**src/rtl/ram_arbiter_pkg.sv**
```systemverilog
// Shared constants for the two-requester RAM arbiter.
package ram_arbiter_pkg;

  localparam logic REQ_M0 = 1'b0;
  localparam logic REQ_M1 = 1'b1;

  // Wide enough for MAX_LOCK up to 15
  localparam int unsigned LOCK_CNT_W = 4;

endpackage

```
**src/rtl/ram_arbiter_if.sv**
```systemverilog
// One requester port of the RAM arbiter: access handshake plus read response.
interface ram_arbiter_if #(
  parameter int unsigned DATA_WIDTH = 8,
  parameter int unsigned ADDR_WIDTH = 4
);

  logic                  valid;
  logic                  ready;
  logic                  write;
  logic                  lock;
  logic [ADDR_WIDTH-1:0] address;
  logic [DATA_WIDTH-1:0] wdata;
  logic                  rsp_valid;
  logic [DATA_WIDTH-1:0] rdata;

  modport master (
    output valid, write, lock, address, wdata,
    input  ready, rsp_valid, rdata
  );

  modport slave (
    input  valid, write, lock, address, wdata,
    output ready, rsp_valid, rdata
  );

endinterface

```
**src/rtl/ram_arbiter_ram.sv**
```systemverilog
// Single-port RAM: synchronous write, asynchronous read, no reset on contents.
module ram #(
  parameter int unsigned DATA_WIDTH = 8,
  parameter int unsigned ADDR_WIDTH = 4
) (
  input  logic                  clk_i,
  input  logic                  we_i,
  input  logic [ADDR_WIDTH-1:0] addr_i,
  input  logic [DATA_WIDTH-1:0] wdata_i,
  output logic [DATA_WIDTH-1:0] rdata_c
);

  localparam int unsigned DEPTH = 2 ** ADDR_WIDTH;

  logic [DATA_WIDTH-1:0] mem_q [DEPTH];

  always_ff @(posedge clk_i) begin
    if (we_i) mem_q[addr_i] <= wdata_i;
  end

  assign rdata_c = mem_q[addr_i];

endmodule

```
**src/rtl/ram_arbiter.sv**
```systemverilog
// Two-requester arbiter in front of a single-port RAM, with round-robin
// priority and a bounded lock that lets one requester hold ownership.
module ram_arbiter
  import ram_arbiter_pkg::*;
#(
  parameter int unsigned DATA_WIDTH = 8,
  parameter int unsigned ADDR_WIDTH = 4,
  parameter int unsigned MAX_LOCK   = 4
) (
  input  logic          clock,
  input  logic          reset,
  ram_arbiter_if.slave  m0,
  ram_arbiter_if.slave  m1
);

  logic                  prio_q, prio_d;
  logic [LOCK_CNT_W-1:0] lock_cnt_q, lock_cnt_d;
  logic                  rsp0_valid_q, rsp0_valid_d;
  logic                  rsp1_valid_q, rsp1_valid_d;
  logic [DATA_WIDTH-1:0] rdata0_q, rdata0_d;
  logic [DATA_WIDTH-1:0] rdata1_q, rdata1_d;

  logic                  gnt0_c, gnt1_c, xfer_c, gnt_idx_c;
  logic                  gnt_write_c, gnt_lock_c, ram_we_c;
  logic [ADDR_WIDTH-1:0] ram_addr_c;
  logic [DATA_WIDTH-1:0] ram_wdata_c, ram_rdata_c;
  logic [LOCK_CNT_W-1:0] cnt_inc_c;

  // Arbitration and routing of the granted requester to the RAM
  always_comb begin
    gnt0_c = 1'b0;
    gnt1_c = 1'b0;
    if (!reset) begin
      if (m0.valid && m1.valid) begin
        gnt0_c = (prio_q == REQ_M0);
        gnt1_c = (prio_q == REQ_M1);
      end else begin
        gnt0_c = m0.valid;
        gnt1_c = m1.valid;
      end
    end
    xfer_c      = gnt0_c | gnt1_c;
    gnt_idx_c   = gnt1_c ? REQ_M1 : REQ_M0;
    gnt_write_c = gnt1_c ? m1.write   : m0.write;
    gnt_lock_c  = gnt1_c ? m1.lock    : m0.lock;
    ram_addr_c  = gnt1_c ? m1.address : m0.address;
    ram_wdata_c = gnt1_c ? m1.wdata   : m0.wdata;
    ram_we_c    = xfer_c && gnt_write_c;
  end

  ram #(
    .DATA_WIDTH (DATA_WIDTH),
    .ADDR_WIDTH (ADDR_WIDTH)
  ) u_ram (
    .clk_i   (clock),
    .we_i    (ram_we_c),
    .addr_i  (ram_addr_c),
    .wdata_i (ram_wdata_c),
    .rdata_c (ram_rdata_c)
  );

  // Priority/lock update and read response capture
  always_comb begin
    prio_d       = prio_q;
    lock_cnt_d   = '0;
    rsp0_valid_d = 1'b0;
    rsp1_valid_d = 1'b0;
    rdata0_d     = rdata0_q;
    rdata1_d     = rdata1_q;
    // A lock run only continues for the requester that already owns priority
    cnt_inc_c    = (prio_q == gnt_idx_c) ? LOCK_CNT_W'(lock_cnt_q + LOCK_CNT_W'(1))
                                         : LOCK_CNT_W'(1);
    if (xfer_c) begin
      if (gnt_lock_c && (cnt_inc_c < LOCK_CNT_W'(MAX_LOCK))) begin
        prio_d     = gnt_idx_c;
        lock_cnt_d = cnt_inc_c;
      end else begin
        prio_d     = ~gnt_idx_c;
      end
      if (!gnt_write_c) begin
        if (gnt1_c) begin
          rsp1_valid_d = 1'b1;
          rdata1_d     = ram_rdata_c;
        end else begin
          rsp0_valid_d = 1'b1;
          rdata0_d     = ram_rdata_c;
        end
      end
    end
  end

  always_ff @(posedge clock or posedge reset) begin
    if (reset) begin
      prio_q       <= REQ_M0;
      lock_cnt_q   <= '0;
      rsp0_valid_q <= 1'b0;
      rsp1_valid_q <= 1'b0;
      rdata0_q     <= '0;
      rdata1_q     <= '0;
    end else begin
      prio_q       <= prio_d;
      lock_cnt_q   <= lock_cnt_d;
      rsp0_valid_q <= rsp0_valid_d;
      rsp1_valid_q <= rsp1_valid_d;
      rdata0_q     <= rdata0_d;
      rdata1_q     <= rdata1_d;
    end
  end

  assign m0.ready     = gnt0_c;
  assign m1.ready     = gnt1_c;
  assign m0.rsp_valid = rsp0_valid_q;
  assign m1.rsp_valid = rsp1_valid_q;
  assign m0.rdata     = rdata0_q;
  assign m1.rdata     = rdata1_q;

endmodule

```
**src/flat_wrapper.sv**
```systemverilog
// flat-port wrapper written by rule: the top's interface ports become plain ports
module ram_arbiter_flat import ram_arbiter_pkg::*;
#(
  parameter int unsigned DATA_WIDTH = 8,
  parameter int unsigned ADDR_WIDTH = 4,
  parameter int unsigned MAX_LOCK   = 4
)
  (clock, reset, m0_valid, m0_write, m0_lock, m0_address, m0_wdata, m0_ready, m0_rsp_valid, m0_rdata, m1_valid, m1_write, m1_lock, m1_address, m1_wdata, m1_ready, m1_rsp_valid, m1_rdata);
  ram_arbiter_if #(.DATA_WIDTH(DATA_WIDTH), .ADDR_WIDTH(ADDR_WIDTH)) m0_i ();
  ram_arbiter_if #(.DATA_WIDTH(DATA_WIDTH), .ADDR_WIDTH(ADDR_WIDTH)) m1_i ();
  input  logic clock;
  input  logic reset;
  input wire logic [$bits(m0_i.valid)-1:0] m0_valid;
  input wire logic [$bits(m0_i.write)-1:0] m0_write;
  input wire logic [$bits(m0_i.lock)-1:0] m0_lock;
  input wire logic [$bits(m0_i.address)-1:0] m0_address;
  input wire logic [$bits(m0_i.wdata)-1:0] m0_wdata;
  output wire logic [$bits(m0_i.ready)-1:0] m0_ready;
  output wire logic [$bits(m0_i.rsp_valid)-1:0] m0_rsp_valid;
  output wire logic [$bits(m0_i.rdata)-1:0] m0_rdata;
  input wire logic [$bits(m1_i.valid)-1:0] m1_valid;
  input wire logic [$bits(m1_i.write)-1:0] m1_write;
  input wire logic [$bits(m1_i.lock)-1:0] m1_lock;
  input wire logic [$bits(m1_i.address)-1:0] m1_address;
  input wire logic [$bits(m1_i.wdata)-1:0] m1_wdata;
  output wire logic [$bits(m1_i.ready)-1:0] m1_ready;
  output wire logic [$bits(m1_i.rsp_valid)-1:0] m1_rsp_valid;
  output wire logic [$bits(m1_i.rdata)-1:0] m1_rdata;
  assign m0_i.valid = m0_valid;
  assign m0_i.write = m0_write;
  assign m0_i.lock = m0_lock;
  assign m0_i.address = m0_address;
  assign m0_i.wdata = m0_wdata;
  assign m0_ready = m0_i.ready;
  assign m0_rsp_valid = m0_i.rsp_valid;
  assign m0_rdata = m0_i.rdata;
  assign m1_i.valid = m1_valid;
  assign m1_i.write = m1_write;
  assign m1_i.lock = m1_lock;
  assign m1_i.address = m1_address;
  assign m1_i.wdata = m1_wdata;
  assign m1_ready = m1_i.ready;
  assign m1_rsp_valid = m1_i.rsp_valid;
  assign m1_rdata = m1_i.rdata;
  ram_arbiter #(.DATA_WIDTH(DATA_WIDTH), .ADDR_WIDTH(ADDR_WIDTH), .MAX_LOCK(MAX_LOCK)) u_core (.clock(clock), .reset(reset), .m0(m0_i), .m1(m1_i));
endmodule
```
**config.mk**
```make
export PLATFORM = sky130hd
export DESIGN_NAME = ram_arbiter_flat
export DESIGN_NICKNAME = d
export VERILOG_FILES = /design/src/rtl/ram_arbiter_pkg.sv /design/src/rtl/ram_arbiter_if.sv /design/src/rtl/ram_arbiter_ram.sv /design/src/rtl/ram_arbiter.sv /design/src/flat_wrapper.sv
export SDC_FILE = /design/constraint.sdc
export NUM_CORES = 1
export LEC_CHECK = 0
export ABC_CLOCK_PERIOD_IN_PS = 3700
export BUFFER_PORTS_ARGS = -buffer_cell sky130_fd_sc_hd__buf_2
export CAP_MARGIN = 25
export CELL_PAD_IN_SITES_DETAIL_PLACEMENT = 0
export CELL_PAD_IN_SITES_GLOBAL_PLACEMENT = 1
export CORE_ASPECT_RATIO = 0.75
export CORE_MARGIN = 1
export CORE_UTILIZATION = 45
export DETAILED_ROUTE_END_ITERATION = 7
export GPL_ROUTABILITY_DRIVEN = 0
export HOLD_SLACK_MARGIN = 0.08
export PLACE_DENSITY = 0.77
export SETUP_SLACK_MARGIN = 0.4
export SYNTH_ARGS = -nofsm -noshare
export SYNTH_HDL_FRONTEND = slang
export SYNTH_SLANG_ARGS = --single-unit
```
**constraint.sdc**
```tcl
create_clock -name clock -period 3.7 [get_ports clock]
set_clock_uncertainty 0.2 [all_clocks]
set_input_delay 0.37 -clock clock [delete_from_list [all_inputs] [get_ports clock]]
set_output_delay 0.37 -clock clock [all_outputs]
set_load 0.1 [all_outputs]
```
==> results of run 1 <==
==> synthesized netlist by cell type, types with 2 or more instances <==
| cell type | n | area (µm²) |
|---|---|---|
| edfxtp_1 | 128 | 3840 |
| a311oi_1 | 64 | 561 |
| nor4_2 | 8 | 100 |
| buf_1 | 2 | 7.51 |
| o21ai_1 | 8 | 40.0 |
| buf_2 | 22 | 110 |
| mux2i_1 | 2 | 20.0 |
| a21oi_1 | 77 | 385 |
| o211ai_1 | 4 | 30.0 |
| buf_4 | 7 | 52.6 |
| nand3_1 | 7 | 35.0 |
| o22ai_1 | 38 | 238 |
| o21ai_0 | 2 | 10.0 |
| nor4b_1 | 2 | 17.5 |
| nand2b_1 | 132 | 826 |
| nand2_1 | 106 | 398 |
| buf_6 | 6 | 67.6 |
| nor2_1 | 31 | 116 |
| inv_1 | 3 | 11.3 |
| a211oi_1 | 65 | 488 |
| clkbuf_1 | 32 | 120 |
| and3_1 | 2 | 12.5 |
| dfrtp_1 | 23 | 576 |
==> layout make-up <==
| type | count | area (µm²) | area share, % |
|---|---|---|---|
| clock buffers | 19 | 433 | 4.65 |
| clock inverters | 13 | 130 | 1.40 |
| inverters | 3 | 11.3 | 0.121 |
| multi-input cells | 563 | 3400 | 36.5 |
| flip-flops and latches | 151 | 4420 | 47.4 |
| well taps | 242 | 303 | 3.25 |
| repair buffers | 92 | 621 | 6.66 |
==> cells in the final DEF, fill, tap and decap left out, types with 2 or more instances in the layout <==
master,Yosys,final
nor2b_4,0,2
buf_2,22,50
dfrtp_1,23,23
and3_1,2,2
o21ai_1,8,8
clkinvlp_4,0,4
nor4_2,8,8
edfxtp_1,128,128
mux2i_1,2,2
nand2_1,106,106
nand2b_1,132,130
clkinv_2,0,3
clkbuf_1,32,2
dlygate4sd3_1,0,2
bufinv_16,0,2
nand3_1,7,7
o21ai_0,2,2
clkbuf_16,0,17
o22ai_1,38,38
buf_12,0,4
a211oi_1,65,65
a21oi_1,77,77
inv_1,3,3
buf_4,7,36
o211ai_1,4,4
nand2b_2,0,2
clkinv_1,0,2
nor4b_1,2,2
nor2_1,31,31
a311oi_1,64,64
conb_1,1,2
==> worst max-delay path, cell delays in order <==
cell           delay [ns]
dlygate4sd3_1        0.53
buf_2                0.15
nor2b_4              0.36
a211oi_1             0.21
o211ai_1             0.65
o22ai_1              0.31
nor4_2               0.49
o21ai_0              0.14
==> final timing paths <==
check	end
worst max-delay path	u_core.m0.rdata[1]
worst min-delay path	u_core.prio_q
worst max register to register	u_core.m0.rdata[1]
worst min register to register	u_core.m0.rdata[4]
max in group asynchronous	u_core.m1.rdata[3]
min in group asynchronous	u_core.lock_cnt_q[0]
==> layer usage <==
layer,vias up,wire (µm),share of wire [%],global-route usage (%)
li1,3057,-,-,-
met1,3290,10500,44,38.6
met2,354,10600,45,39.3
met3,27,2170,9.1,4.62
met4,0,401,1.7,7.71
met5,-,0,0,0
==> metrics by stage <==
step / cell area (µm²) / power (mW) / setup WS [ns] / cells / utilization, %
detailed placement: 8740 / 3.24 / 0.717 / 1049 / 49.3
global placement: 8740 / 3.22 / 0.798 / 1049 / 49.3
finish: 9320 / 4.89 / 0.572 / 1083 / 52.6
floorplan: 8170 / 2.94 / 0.772 / 786 / -
global route: 9320 / 5.05 / 0.463 / 1083 / 52.6
CTS: 9320 / 4.90 / 0.627 / 1083 / 52.6
==> state kept, by name, indices dropped and copies added (netlist names) <==
name                 cells
u_core.u_ram.mem_q     128
u_core.m0.rdata          8
u_core.m1.rdata          8
u_core.lock_cnt_q        4
u_core.m0.rsp_valid      1
u_core.m1.rsp_valid      1
u_core.prio_q            1
==> report_power, final <==
group	internal, mW	switching [mW]
Sequential	1.95	0.0540
Combinational	0.256	0.958
Clock	0.986	0.688
Total	3.19	1.70
==> cells by family (layout without fill, tap and decap cells) <==
family | Yosys count | count (layout)
mux | 2 | 2
xor+xnor | 1 | 1
flops | 151 | 151
fa+ha+maj | 1 | 1
simple gates | 295 | 295
other cells | 1 | 2
compound gates | 262 | 262
buf+inv | 72 | 127
==> metrics.cfg, run 1 <==
[yosys]
ys.flop_type = edfxtp_1
ys_async_sr_fraction_pct = 15.2
synth_simple_gate_area_share_pct = 19.0
syn-cell-area_um2 = 8170
synth_top_family_by_area = compound AO/OA/AOI/OAI gates
synth_fa_ha_area_share_pct = 0.153
synth_seq_cells = 151
seq_area_frac_synth_pct = 54.1
synthXorXnorAreaFrac_pct = 0.107
synth-compound-area-share_pct = 21.8
avgSynthCellArea_um2 = 10.4
synth_cell_type_count = 37
synth_edf_count = 128
synthCells = 785
yosysWarnings = 0
muxShareOfSynthArea_pct = 0.245

[critical_path]
r2r_setup_slack_ns = 0.72
crit_arrival_ns = 3.22
start_kind = input pin
reg2reg_depth = 7
rr_startpoint = u_core.prio_q
startpoint = reset
end_kind = flop
cp_max_fo = 15
crit_type = input pin to flop
worstPathRequired_ns = 3.79

[timing]
worstMarginPinSlew_ns = 0.829
slew_headroom_pct = 44.5
layout_min_cycle_time_ns = 3.13
finalMaxSlewViolations = 0
final-setup-viol-count = 0
max_freq_mhz = 320
hold_slack_ns = 0.124
fin_crit_sh_pct = 84.6
tns_ns = 0
hold_viol_final = 0
rsz0062_at_grt = false

[layout]
drive_gt1_share_pct = 15.8
area_delta_synth_final_pct = 14.1
nets = 861
n_antenna_cell = 0
nFillCells = 1552

[global_routing]
antenna_found_initial = 0
grt_pass1_vias = 6115
grt_pass1_wl_um = 36100
track_usage_pct = 26.2
gr-total-overflow = 0
grt_max_degree = 66

[floorplanning]
design.core.area_um2 = 17700
die-area_um2 = 18700
die_w_um = 158
ioPinCount = 52
rows = 42
initial_core_util_pct = 46.1
die_h_um = 119

[routing]
routed_wl_um = 23700
firstDrtPassIters = 5
drtIter0Drc = 811
ant_nets = 0
via_count = 6728
routed_via_density = 6.21
wire_per_inst_um = 21.9
post-route-drc-count = 0

[clock_network]
numCtsBuffers = 17
hold_buffers = 2
clkTransAtPathRegs_ns = 0.06
cts_tree = yes
post_cts_resized = 0
cts_max_level = 4
clock_path_buffers = 2
clock_latency_ns = 0.42
clock_sinks = 151
root_buffer = clkbuf_16
postCtsSetupBuffers = 0

[worst_hold_path]
hp-start = m0_lock
min_path_type = input pin to flop
holdPathStages = 4

[run]
drv_cap = 0

[power]
p_per_area_nw_per_um2 = 525
p_leak_nw = 3.20
ir_drop_mv = 0.469

[placed_design]
port-buffer-count = 51
post-dp-hpwl_um = 14800

[outcome]
outcome = finished clean

Note: power is estimated with default switching activity, not from simulation.
==> inputs of run 2 (changes only) <==
--- a/config.mk
+++ b/config.mk
@@ -5,7 +5,7 @@
 export SDC_FILE = /design/constraint.sdc
 export NUM_CORES = 1
 export LEC_CHECK = 0
-export ABC_CLOCK_PERIOD_IN_PS = 3700
+export ABC_CLOCK_PERIOD_IN_PS = 3300
 export BUFFER_PORTS_ARGS = -buffer_cell sky130_fd_sc_hd__buf_2
 export CAP_MARGIN = 25
 export CELL_PAD_IN_SITES_DETAIL_PLACEMENT = 0
==> constraint.sdc (replaced) <==
create_clock -name clock -period 3.3 [get_ports clock]
set_clock_uncertainty 0.2 [all_clocks]
set_input_delay 0.33 -clock clock [delete_from_list [all_inputs] [get_ports clock]]
set_output_delay 0.33 -clock clock [all_outputs]
set_load 0.1 [all_outputs]
==> run 2 against run 1 <==
Worst setup slack worse by 0.049 ns. Sequential power up 12%. Sequential share of layout area down 0.25 points. Wire length down 0.70%. Via count down 0.24%. Sequential cell count unchanged. Non-clock buffer count up 2.
==> metrics.cfg, run 2 (synthesis gave the netlist of run 1 again) <==
[outcome]
outcome = finished clean

[floorplanning]
rows = 42  ; unchanged
ioPinCount = 52  ; unchanged
die_w_um = 158  ; unchanged
die-area_um2 = 18700  ; unchanged
design.core.area_um2 = 17700  ; unchanged
initial_core_util_pct = 46.1  ; unchanged
die_h_um = 119  ; unchanged

[global_routing]
track_usage_pct = 26.1  ; -0.097 points
grt_max_degree = 131  ; +98%
gr-total-overflow = 0  ; unchanged
antenna_found_initial = 0  ; unchanged
grt_pass1_wl_um = 36000  ; -0.31%
grt_pass1_vias = 6254  ; +2.3%

[timing]
finalMaxSlewViolations = 0  ; unchanged
hold_viol_final = 0  ; unchanged
layout_min_cycle_time_ns = 2.78
rsz0062_at_grt = false
worstMarginPinSlew_ns = 0.717  ; -0.112 ns
fin_crit_sh_pct = 84.2
max_freq_mhz = 360
slew_headroom_pct = 52.1  ; +7.6 points
final-setup-viol-count = 0  ; unchanged
layout_setup_ws_ns = 0.523  ; -0.0491 ns
tns_ns = 0  ; unchanged

[layout]
mostFrequentLayoutCell = nand2b_1
layout_common_cells = 130 x nand2b_1, 128 x edfxtp_1, 106 x nand2_1, 77 x a21oi_1, 65 x a211oi_1
nFillCells = 1551  ; -0.064%
area_delta_synth_final_pct = 14.7
nets = 863  ; +0.23%
largest_reg_flops = 128  ; unchanged
ff_latch_area_um2 = 4420  ; unchanged
n_antenna_cell = 0  ; unchanged
drive_gt1_share_pct = 16.3  ; +0.46 points
utilization_pct = 52.9  ; +0.28 points
largest-register = u_core.u_ram.mem_q
multi_input_area_um2 = 3450  ; +1.5%

[power]
p_leak_nw = 3.21  ; +0.50%
ir_drop_mv = 0.465  ; -0.78%
seq_power_share_pct = 42.0  ; +1.0 points
power.total_mw = 5.35  ; +9.4%
p_int_mw = 3.44  ; +7.8%
swShare_pct = 35.7  ; +0.96 points
comb_power_share_pct = 25.7  ; +0.9 points
power_switching_mw = 1.91  ; +12%
clkPwrFrac_pct = 32.3  ; -1.9 points
p_per_area_nw_per_um2 = 571  ; +8.8%

[critical_path]
crit_arrival_ns = 2.89  ; -0.33 ns
start_kind = flop
r2r_setup_slack_ns = 0.52  ; -0.20 ns
startpoint = u_core.prio_q
crit_type = flop to flop
worstPathRequired_ns = 3.41  ; -0.38 ns
reg2reg_depth = 7  ; unchanged
end_kind = flop
r2r_end = u_core.m0.rdata[6]
cp_max_fo = 69  ; +54
rr_startpoint = u_core.prio_q

[clock_network]
clkTransAtPathRegs_ns = 0.06  ; about the same
clock_latency_ns = 0.43  ; about the same
clock_sinks = 151  ; unchanged
clock_path_buffers = 2  ; unchanged
numCtsBuffers = 17  ; unchanged
cts_tree = yes
cts_max_level = 4  ; unchanged
root_buffer = clkbuf_16

[placed_design]
post-dp-hpwl_um = 14300  ; -4.0%
port-buffer-count = 51  ; unchanged
dp_slack_ns = 0.168  ; -0.549 ns

[run]
drv_cap = 0  ; unchanged

[routing]
via_count = 6712  ; -0.24%
drtIter0Drc = 646  ; -20%
ant_nets = 0  ; unchanged
firstDrtPassIters = 7  ; +2
post-route-drc-count = 0  ; unchanged
routed_wl_um = 23500  ; -0.70%
wire_per_inst_um = 21.7  ; -0.79%
routed_via_density = 6.19  ; -0.33%

[worst_hold_path]
hp-start = m1_write
hold_end = u_core.m1.rsp_valid
min_path_type = input pin to flop
holdPathStages = 3  ; -1

-- run 2: changes by cell type in the layout (fill, tap and decap cells not counted), sizes merged --
cell,change
buf,+1
bufinv,-2
clkbuf,-1
clkinv,+1
clkinvlp,+1
dlygate4sd3,+1
-- run 2: how the worst max path moves through the flow --
| stage | cells past startpoint | slack, ns | to |
|---|---|---|---|
| finish | 7 | 0.52 | u_core.m0.rdata[6] |
| global placement | 7 | 0.27 | u_core.m1.rdata[7] |
| floorplan | 6 | 0.41 | u_core.m0.rdata[1] |
| CTS | 7 | 0.40 | u_core.m1.rdata[7] |
| global route | 7 | 0.38 | u_core.m1.rdata[6] |
| detailed placement | 7 | 0.17 | u_core.m1.rdata[7] |
-- run 2: cell type report --
class / instances / area share, %
clock buffer: 18 / 4.58
inverter: 3 / 0.120
clock inverter: 13 / 0.908
sequential: 151 / 47.2
multi-input combinational: 563 / 36.9
timing repair buffer: 94 / 7.12
tap: 242 / 3.23
-- run 2: through the flow --
step | cell area (µm²) | hold WS [ns] | std cells
4_1_cts | 9320 | 0.0830 | 1081
5_1_grt | 9370 | 0.0985 | 1084
2_1_floorplan | 8170 | 0.137 | 786
3_3_place_gp | 8730 | 0.242 | 1045
3_5_place_dp | 8730 | 0.270 | 1045
6_report | 9370 | 0.102 | 1084
-- run 2: power groups by stage --
| stage | logic, mW | clock network, mW | registers (mW) |
|---|---|---|---|
| finish | 1.37 | 1.73 | 2.25 |
| detailed placement | 1.33 | 0 | 2.29 |
| floorplan | 0.538 | 0 | 2.76 |
| global route | 1.45 | 1.83 | 2.26 |
| global placement | 1.32 | 0 | 2.28 |
| CTS | 1.35 | 1.75 | 2.25 |
-- run 2: repair_timing --
item	CTS	global route
setup endpoints to repair	46	36
hold buffers	3	0
pin swaps	1	4
resized for setup	4	5
setup buffers	2	3
hold endpoints to repair	24	0
-- run 2: worst max-delay path, stage by stage, from the launching register on --
cell      delay, ns
dfrtp_1        0.47
nand2b_4       0.32
nand2_2        0.16
buf_6          0.29
a311oi_1       0.35
o22ai_1        0.27
nor4_4         0.41
o21ai_1        0.12
-- run 2: per-layer routing --
| metal | global-route usage (%) | wire length (µm) |
|---|---|---|
| met3 | 5.17 | 1860 |
| met1 | 38.3 | 10700 |
| met4 | 8.43 | 404 |
| met5 | 0 | 0 |
| met2 | 38.5 | 10500 |
==> inputs of run 3 (changes only) <==
--- a/config.mk
+++ b/config.mk
@@ -5,7 +5,8 @@
 export SDC_FILE = /design/constraint.sdc
 export NUM_CORES = 1
 export LEC_CHECK = 0
-export ABC_CLOCK_PERIOD_IN_PS = 3300
+export ABC_AREA = 1
+export ABC_CLOCK_PERIOD_IN_PS = 2700
 export BUFFER_PORTS_ARGS = -buffer_cell sky130_fd_sc_hd__buf_2
 export CAP_MARGIN = 25
 export CELL_PAD_IN_SITES_DETAIL_PLACEMENT = 0
@@ -16,7 +17,7 @@
 export DETAILED_ROUTE_END_ITERATION = 7
 export GPL_ROUTABILITY_DRIVEN = 0
 export HOLD_SLACK_MARGIN = 0.08
-export PLACE_DENSITY = 0.77
+export PLACE_DENSITY = 0.78
 export SETUP_SLACK_MARGIN = 0.4
 export SYNTH_ARGS = -nofsm -noshare
 export SYNTH_HDL_FRONTEND = slang
==> constraint.sdc (replaced) <==
create_clock -name clock -period 2.7 [get_ports clock]
set_clock_uncertainty 0.2 [all_clocks]
set_input_delay 0.27 -clock clock [delete_from_list [all_inputs] [get_ports clock]]
set_output_delay 0.27 -clock clock [all_outputs]
set_load 0.1 [all_outputs]
==> run 3 against run 2 <==
Synthesized cell count fell by 14%. Register-to-register slack worse by 0.12 ns. Final area is 11% lower. Critical endpoint is now u_core.m0.rdata[0]. Highest routed layer unchanged. Core utilization rose by 4.9 points. Worst hold slack better by 0.014 ns. Largest power group unchanged.
==> metrics.cfg, run 3 <==
[timing]
finalMaxSlewViolations = 0  ; unchanged
hold_viol_final = 0  ; unchanged
slew_headroom_pct = 50.1  ; -2.0 points
final-setup-viol-count = 0  ; unchanged
fin_crit_sh_pct = 85.1  ; +0.98 points
rsz0062_at_grt = true
worstMarginPinSlew_ns = 0.745  ; +0.0284 ns
max_freq_mhz = 435  ; +21%
tns_ns = 0  ; unchanged
layout_min_cycle_time_ns = 2.30  ; -0.479 ns

[power]
comb_power_share_pct = 25.9  ; +0.2 points
p_int_mw = 4.31  ; +25%
seq_power_share_pct = 41.3  ; -0.7 points
p_per_area_nw_per_um2 = 793  ; +39%
swShare_pct = 35.2  ; -0.50 points
ir_drop_mv = 0.522  ; +12%
power_switching_mw = 2.34  ; +22%
p_leak_nw = 3.60  ; +12%
clkPwrFrac_pct = 32.8  ; +0.5 points

[critical_path]
crit_slowest_cell = o21ai_4
end_kind = flop
cp_max_fo = 9  ; -87%
path_buf_inv = 2  ; +1
crit_arrival_ns = 2.42  ; -0.47 ns
slowest_delay_ns = 0.43  ; -0.04 ns
rr_startpoint = u_core.prio_q
worstPathRequired_ns = 2.82  ; -0.59 ns
crit_top_cell = nand2_1
crit_type = flop to flop
startpoint = u_core.prio_q
crit_chain = inv_2, nand2_4, nand2_8, o21ai_4, clkinv_4, nand2_1, nand2_1, nand2_1, nand2_1, o21ai_1, nand2_1
cp_top_family = simple AND/OR/NAND/NOR gates
start_kind = flop

[routing]
wire_per_inst_um = 17.9  ; -17%
ant_nets = 0  ; unchanged
firstDrtPassIters = 5  ; -2
post-route-drc-count = 0  ; unchanged
routed_wl_um = 17500  ; -26%
via_count = 5078  ; -24%
routed_via_density = 5.20  ; -16%
drtIter0Drc = 394  ; -39%

[run]
drv_cap = 0  ; unchanged

[floorplanning]
initial_core_util_pct = 46.3  ; +0.18 points
rows = 38  ; -9.5%
design.core.area_um2 = 14500  ; -18%
die_h_um = 108  ; -9.2%
die-area_um2 = 15400  ; -18%
die_w_um = 143  ; -9.2%
ioPinCount = 52  ; unchanged

[layout]
mostFrequentLayoutCell = nand2_1
n_antenna_cell = 0  ; unchanged
drive_gt1_share_pct = 25.5  ; +9.2 points
fin_area_um2 = 8380  ; -11%
layout_common_cells = 321 x nand2_1, 128 x edfxtp_1, 67 x nand3_1, 51 x buf_2, 30 x buf_4
largest_reg_flops = 128  ; unchanged
fin_cells = 977  ; -9.9%
nets = 798  ; -7.5%
largest-register = u_core.u_ram.mem_q
area_delta_synth_final_pct = 24.8

[global_routing]
grt_pass1_wl_um = 25600  ; -29%
grt_max_degree = 43  ; -67%
grt_pass1_vias = 4635  ; -26%
gr-total-overflow = 0  ; unchanged
antenna_found_initial = 0  ; unchanged
track_usage_pct = 23.2  ; -2.9 points

[yosys]
synth_area_leaders = edfxtp_1 57%, nand2_1 19%, dfrtp_1 8.6%, nand3_1 5.4%, o21ai_1 1.2%
synth_edf_count = 128  ; unchanged
ys.flop_type = edfxtp_1
synth.most_common_cell = nand2_1
yosysWarnings = 0  ; unchanged
synth_cell_type_count = 25  ; -32%
synth.largest_area_cell = edfxtp_1
synthCells = 674  ; -14%
syn-cell-area_um2 = 6720  ; -18%
seq_area_frac_synth_pct = 65.8  ; +12 points
synth_top_area_share_pct = 57.2  ; +10 points
synth_commonest_cells = 343 x nand2_1, 128 x edfxtp_1, 72 x nand3_1, 23 x dfrtp_1, 21 x nor2_1
ys_async_sr_fraction_pct = 15.2  ; unchanged
synth_seq_cells = 151  ; unchanged
avgSynthCellArea_um2 = 9.96  ; -4.3%

[clock_network]
cts_max_level = 4  ; unchanged
root_buffer = clkbuf_16
clock_latency_ns = 0.43  ; about the same
clock_sinks = 151  ; unchanged
cts_tree = yes
numCtsBuffers = 17  ; unchanged
clkTransAtPathRegs_ns = 0.06  ; about the same
clock_path_buffers = 2  ; unchanged

[placed_design]
post-dp-hpwl_um = 11100  ; -22%
placedCellCount = 915  ; -12%
post_dp_cell_area_um2 = 7340  ; -16%
port-buffer-count = 51  ; unchanged

[worst_hold_path]
hp-start = m1_wdata[2]
min_path_type = input pin to flop

[outcome]
outcome = finished clean

-- run 3: cell types whose count changed after synthesis, sizes merged, moves of 38 or more --
| cell | change |
|---|---|
| a211oi | -65 |
| a21oi | -75 |
| a311oi | -64 |
| nand2 | +245 |
| nand2b | -132 |
| nand3 | +66 |
| o22ai | -38 |
-- run 3: layout make-up --
cell class,count,area (µm²)
clock inverters,11,104
multi-input cells,480,2380
clock buffers,20,437
flip-flops and latches,151,4420
well taps,200,250
repair inverters,4,32.5
fillers,1210,6120
inverters,19,110
repair buffers,92,643
-- run 3: cell families after synthesis --
kind of cell / count (synthesis) / synth area share (%)
AOI/OAI and AO/OA: 21 / 1.75
xor gates and xnor gates: 3 / 0.391
adders and majority gates: 1 / 0.186
DFF: 151 / 65.8
buffers and inverters: 46 / 3.89
other: 1 / 0.0558
and+or+nand+nor: 451 / 27.9
-- run 3: path summary, 6_finish.rpt --
kind                                            end  cells past startpoint  slack (ns)
setup / recovery                 u_core.m0.rdata[0]                     11        0.40
hold / removal             u_core.u_ram.mem_q[0][2]                      3        0.12
setup reg to reg                 u_core.m0.rdata[0]                     11        0.40
hold reg to reg                  u_core.m1.rdata[0]                      2        0.28
max in group asynchronous             u_core.prio_q                      4        1.70
min in group asynchronous        u_core.m0.rdata[4]                      4        0.35
-- run 3: routing by layer --
layer | vias to the layer above | track usage (%) | wire length (µm)
li1 | 2413 | - | -
met1 | 2469 | 34.7 | 8410
met2 | 174 | 32.8 | 7870
met3 | 22 | 5.43 | 979
met4 | 0 | 7.60 | 242
met5 | - | 0 | 0
-- run 3: timing repair --
| action | CTS | global route |
|---|---|---|
| cloned | 0 | 7 |
| pin swaps | 11 | 21 |
| hold buffers | 4 | 0 |
| endpoints found under the hold margin | 29 | 0 |
| endpoints found under the setup margin | 145 | 144 |
| setup buffers | 5 | 15 |
| resized for setup | 9 | 50 |
-- run 3: worst reg2reg max path: stages (launching register included) --
cell,delay [ns]
dfrtp_2,0.38
inv_2,0.05
nand2_4,0.14
nand2_8,0.11
o21ai_4,0.43
clkinv_4,0.22
nand2_1,0.16
nand2_1,0.07
nand2_1,0.06
nand2_1,0.12
o21ai_1,0.18
nand2_1,0.06
-- run 3: through the flow --
stage	hold slack, ns	setup slack (ns)	total power, mW	utilization (%)
final	0.116	0.401	6.64	57.8
after global routing	0.135	0.352	6.86	57.8
after CTS	0.114	0.411	6.55	55.3
after detailed placement	0.205	0.0479	4.34	50.6
after global placement	0.198	0.126	4.33	50.6
after floorplan	-0.0505	0.249	3.99	-
-- run 3: power by group through the flow --
stage          combinational (mW)  clock [mW]  sequential, mW
3_5_place_dp                 1.55           0            2.79
3_3_place_gp                 1.54           0            2.79
2_1_floorplan               0.583           0            3.41
5_1_grt                      1.82        2.29            2.75
4_1_cts                      1.60        2.20            2.74
6_report                     1.72        2.18            2.74
